## src/rtl/cic_interp_seq.sv

```systemverilog
// Control sequencer for the time-multiplexed CIC interpolator: one slow load per input
// sample, then RATIO fast loads per channel, each result offered downstream via valid/ready.
module cic_interp_seq #(
  parameter int NCH     = 2,
  parameter int RATIO_W = 8,
  parameter int SETTLE  = 1,
  localparam int CH_W   = (NCH > 1) ? $clog2(NCH) : 1
) (
  input  logic               CLOCK,
  input  logic               RESET,
  input  logic               in_valid,
  output logic               in_ready,
  input  logic [RATIO_W-1:0] ratio,
  input  logic               shift_done,
  output logic               out_valid,
  input  logic               out_ready,
  output logic [CH_W-1:0]    ch_sel,
  output logic [RATIO_W-1:0] phase,
  output logic               load_slow,
  output logic               pulse_slow,
  output logic               load_fast,
  output logic               pulse_fast,
  output logic               data_select,
  output logic               CIC_en,
  output logic               frame_done
);

  localparam logic [2:0] IDLE    = 3'd0;
  localparam logic [2:0] LD_SLOW = 3'd1;
  localparam logic [2:0] SET_S   = 3'd2;
  localparam logic [2:0] LD_FAST = 3'd3;
  localparam logic [2:0] SET_F   = 3'd4;
  localparam logic [2:0] SEND    = 3'd5;
  localparam logic [2:0] WAIT_SH = 3'd6;
  localparam int         NUM_ST  = 7;

  localparam logic [3:0]      SETTLE_LAST = (SETTLE > 0) ? 4'(SETTLE - 1) : 4'd0;
  localparam logic [CH_W-1:0] CH_LAST     = CH_W'(NCH - 1);
  // With no settling required the settle states are bypassed entirely.
  localparam logic [2:0]      AFTER_SLOW  = (SETTLE == 0) ? LD_FAST : SET_S;
  localparam logic [2:0]      AFTER_FAST  = (SETTLE == 0) ? SEND : SET_F;

  logic [2:0]         state_reg, state_next;
  logic [CH_W-1:0]    ch_reg, ch_next;
  logic [RATIO_W-1:0] phase_reg, phase_next;
  logic [RATIO_W-1:0] rl_reg, rl_next;
  logic [3:0]         settle_reg, settle_next;

  logic [NUM_ST-1:0]  in_state;
  logic [RATIO_W-1:0] phase_last;
  logic               last_ch;
  logic               last_phase;
  logic               accept;

  genvar gi;
  generate
    for (gi = 0; gi < NUM_ST; gi++) begin : g_state_decode
      assign in_state[gi] = (state_reg == 3'(gi));
    end
  endgenerate

  assign phase_last = rl_reg - 1'b1;
  assign last_ch    = (ch_reg == CH_LAST);
  assign last_phase = (phase_reg == phase_last);
  assign accept     = in_state[SEND] & out_ready;

  always_comb begin
    state_next  = state_reg;
    ch_next     = ch_reg;
    phase_next  = phase_reg;
    rl_next     = rl_reg;
    settle_next = settle_reg;
    case (state_reg)
      IDLE: begin
        if (in_valid) begin
          state_next = LD_SLOW;
          rl_next    = (ratio == '0) ? RATIO_W'(1) : ratio;
          ch_next    = '0;
          phase_next = '0;
        end
      end
      LD_SLOW: begin
        settle_next = '0;
        state_next  = AFTER_SLOW;
      end
      SET_S: begin
        if (settle_reg == SETTLE_LAST) begin
          settle_next = '0;
          state_next  = LD_FAST;
        end else begin
          settle_next = settle_reg + 1'b1;
        end
      end
      LD_FAST: begin
        settle_next = '0;
        state_next  = AFTER_FAST;
      end
      SET_F: begin
        if (settle_reg == SETTLE_LAST) begin
          settle_next = '0;
          state_next  = SEND;
        end else begin
          settle_next = settle_reg + 1'b1;
        end
      end
      SEND: begin
        if (out_ready) begin
          if (!last_ch) begin
            ch_next    = ch_reg + 1'b1;
            state_next = LD_FAST;
          end else if (!last_phase) begin
            ch_next    = '0;
            phase_next = phase_reg + 1'b1;
            state_next = WAIT_SH;
          end else begin
            ch_next    = '0;
            phase_next = '0;
            state_next = IDLE;
          end
        end
      end
      WAIT_SH: begin
        if (shift_done) begin
          state_next = LD_FAST;
        end
      end
      default: begin
        state_next  = IDLE;
        ch_next     = '0;
        phase_next  = '0;
        settle_next = '0;
      end
    endcase
  end

  always_ff @(posedge CLOCK) begin
    if (RESET) begin
      state_reg  <= IDLE;
      ch_reg     <= '0;
      phase_reg  <= '0;
      rl_reg     <= '0;
      settle_reg <= '0;
    end else begin
      state_reg  <= state_next;
      ch_reg     <= ch_next;
      phase_reg  <= phase_next;
      rl_reg     <= rl_next;
      settle_reg <= settle_next;
    end
  end

  assign in_ready    = in_state[IDLE];
  assign out_valid   = in_state[SEND];
  assign load_slow   = in_state[LD_SLOW];
  assign pulse_slow  = in_state[LD_SLOW];
  assign load_fast   = in_state[LD_FAST];
  assign pulse_fast  = in_state[LD_FAST];
  assign data_select = in_state[LD_FAST] & (phase_reg == '0);
  assign ch_sel      = ch_reg;
  assign phase       = phase_reg;
  // Filter is frozen only while a result is stalled by downstream back-pressure.
  assign CIC_en      = ~(in_state[SEND] & ~out_ready);
  assign frame_done  = accept & last_ch & last_phase & ~RESET;

endmodule

```

## config.mk

```make
export PLATFORM = sky130hd
export DESIGN_NAME = cic_interp_seq
export DESIGN_NICKNAME = d
export VERILOG_FILES = /design/src/rtl/cic_interp_seq.sv
export SDC_FILE = /design/constraint.sdc
export NUM_CORES = 1
export LEC_CHECK = 0
export ABC_AREA = 1
export CORE_MARGIN = 2
export CORE_UTILIZATION = 35
export DETAILED_ROUTE_END_ITERATION = 12
export DONT_BUFFER_PORTS = 1
export SLEW_MARGIN = 20
export SYNTH_ARGS = -nofsm -noshare
export SYNTH_HDL_FRONTEND = slang
export SYNTH_SLANG_ARGS = --single-unit
```

## constraint.sdc

```tcl
create_clock -name CLOCK -period 1.9 [get_ports CLOCK]
set_input_delay 0.095 -clock CLOCK [delete_from_list [all_inputs] [get_ports CLOCK]]
set_output_delay 0.095 -clock CLOCK [all_outputs]
set_load 0.03 [all_outputs]
```

==> summary.txt <==
Status
  • Status: finished with violations
  • Failing checks: hold timing, setup timing

Timing
  • Final min period: between 1.5 and 2 ns
  • Final setup TNS: -0.0912 ns
  • FMAX: between 0.5 and 0.6 GHz
  • Clk_skew: 0.00246 ns
  • Least-Margin Pin Slew: just under 0.4 ns
  • Hold_ws: -0.000469 ns
  • Final Hold Vio Count: 1
  • Unrepaired setup endpoints after global routing: true
  • Final period util: 105%
  • Final setup vio count: 1
  • Setup slack after layout: -0.0912 ns
  • Headroom to the max-slew limit: between 70% and 80%
  • Slew Viols, Final: 0

Critical path
  • CP max FO: 2
  • Crit-path slowest cell: dfxtp_2
  • Crit path cell chain: inv_2 > ha_4 > nor2_1 > nor2_1 > nand2_1 > nor2_1 > nand3_1 > nor2_2 > nand3_2 > nor4_2 > buf_4
  • Critical Path Most Common Cell: nor2_1
  • Setup Crit Path Kind: reg2out
  • Crit start category: register
  • Worst path max stage delay: 0.34 ns
  • Critical path endpoint category: output pin
  • Worst path arrival time: 1.90 ns
  • Req. time, crit path: about 1.8 ns

Finish
  • Area Overhead vs Synth: 20.1%
  • Final non-filler cell total: approximately 310
  • Leading cell type in the layout, fill and taps excluded: nand2_1
  • Share of layout cells above drive strength 1: between 20 and 30%
  • Fin nets: roughly 270
  • Diode count: 0
  • Final instance area: 1880 um2
  • Most frequent cells in the layout: nand2_1, inv_1, buf_4

Place
  • GPL Wtd Cong: slightly below 0.9
  • Placed Instances: 300
  • Area after DPL: between 1500 and 2000 um2
  • Port buffer count: 0
  • Pre-CTS setup slack: roughly 0.10 ns
  • Detailed placement HPWL: slightly below 3000 um

Detailed routing
  • DR DRC count: 0
  • Initial DRC count: between 60 and 70
  • M1 WL: between 1500 and 2000 um
  • DR vias/cell: 4.81
  • Average wire per standard cell: 12.0 um
  • Routed WL: between 3000 and 4000 um
  • Uppermost layer routed: met4
  • Via count: approximately 1500
  • Met3 routed WL: around 140 um
  • Met2 WL: approximately 1800 um
  • DRT Pass-1 Iters: 4
  • Antenna viol nets, final: 0

Logic synthesis
  • Largest area contributor in the netlist: dfxtp_1
  • Synth warn: 0
  • Ranking of synthesized cells by area: dfxtp_1, nand2_1, inv_1, nor2_1, a21oi_1
  • #FFs+latches synth: 24
  • Synth top area share: between 30% and 40%
  • Syn Inst Count: 233
  • Syn_nets: between 200 and 300
  • Syn avg cell area: ~6.7 um2
  • Synth cell types: 28
  • Post-synthesis cell area: around 1600 um2
  • Post-synthesis sequential area ratio: 30.6%

Global route
  • First-pass GRT wire length: 6240 um
  • Largest net degree at the start of global routing: 14
  • Vias in the first global route: about 1500
  • Initial antenna violation count: 0
  • GRT overflow: 0
  • Tot GR Track Use: 15.4%

Power
  • Pwr/cell area: around 1200 nW/um2
  • Static Leak: between 0.8 and 0.9 nW
  • Final Power: around 0.0022 W
  • Peak supply drop: around 0.00058 V

Clock tree
  • H-tree levels: 1
  • Clock net sink count: 24
  • Root buffer cell: clkbuf_8
  • CTS tree: yes
  • TritonCTS buffer count: 3
  • Clock tree buffer depth: 2
  • Clock Latency Late Sink: 0.27 ns
  • CTS clk-pin slew, worst paths: 0.09 ns

Floorplanning
  • Core area: between 4000 and 5000 um2
  • I/O Pins: 31
  • Die area: 5030 um2
  • Die height: roughly 71 um
  • Rows: 24
  • Initial Utilization: between 30% and 40%
  • Die W: 71.0 um

Job
  • Max-cap violations: 0

Worst hold path
  • Worst Hold Class: in2reg
-- cell usage after synthesis (all sizes together) --
| cell type | n |
|---|---|
| a211oi | 3 |
| a21oi | 17 |
| buf | 3 |
| clkbuf | 3 |
| dfxtp | 24 |
| ha | 5 |
| inv | 40 |
| nand2 | 51 |
| nand3 | 18 |
| nand4 | 3 |
| nor2 | 28 |
| nor3 | 15 |
| nor3b | 1 |
| nor4 | 3 |
| o21ai | 12 |
| or2 | 1 |
| xnor2 | 1 |
| xor2 | 5 |
-- final timing paths --
path / from / endpoint / slack [ns] / cells after the start
max: rl_reg[1] / frame_done / -0.09 / 11
min: in_valid / rl_reg[7] / -0.0005 / 2
max reg2reg: state_reg[2] / settle_reg[1] / 0.15 / 7
min reg2reg: rl_reg[1] / rl_reg[1] / 0.49 / 2
-- what timing repair did --
action | 4_1_cts | 5_1_grt
pin swaps | 2 | 0
resized for setup | 7 | 5
hold endpoints to repair | 6 | 5
buffers inserted | 1 | 0
hold buffers | 1 | 1
setup endpoints to repair | 1 | 4
-- per-layer routing --
metal | track usage [%] | vias up
met5 | 0 | -
met4 | 3.35 | 0
met3 | 4.13 | 2
met2 | 27.3 | 25
met1 | 18.5 | 657
li1 | - | 792
-- power by group --
part | internal (W) | total [W] | leakage [nW] | switching (W)
Clock | 0.000185 | 0.000360 | 0.0288 | 0.000175
Combinational | 0.000416 | 0.00119 | 0.599 | 0.000773
Sequential | 0.000599 | 0.000691 | 0.198 | 0.0000925
Total | 0.00120 | 0.00224 | 0.825 | 0.00104
-- area by class of cell --
| cell class | instances | area (um2) |
|---|---|---|
| clock buffers | 4 | 55.1 |
| fillers | 476 | 2440 |
| inverters | 40 | 150 |
| multi-input cells | 163 | 942 |
| flip-flops and latches | 24 | 487 |
| well taps | 52 | 65.1 |
| repair buffers | 24 | 185 |
-- kinds of logic (layout without fill, tap and decap cells) --
logic type / count (synthesis) / in the layout / synth area share (%)
buffers and inverters: 46 / 68 / 12.0
DFF: 24 / 24 / 30.6
AOI/OAI and AO/OA: 32 / 32 / 10.7
adders and majority gates: 5 / 5 / 3.99
and+or+nand+nor: 120 / 120 / 39.4
xor gates and xnor gates: 6 / 6 / 3.35
-- stage by stage --
| step | util (%) | hold slack, ns |
|---|---|---|
| after detailed placement | 40.9 | 0.168 |
| after CTS | 43.1 | -0.127 |
| after floorplan | - | 0.262 |
| after global routing | 43.6 | 0.000420 |
| after global placement | 40.9 | 0.165 |
| final | 43.6 | -0.000469 |
-- worst max-delay path, delay by kind of cell (launching register included) --
kind          cells  cell delay [ns]
buf+inv           2             0.25
simple gates      8             0.78
flops             1             0.34
fa+ha+maj         1             0.26
Note: power is estimated with default switching activity, not from simulation.
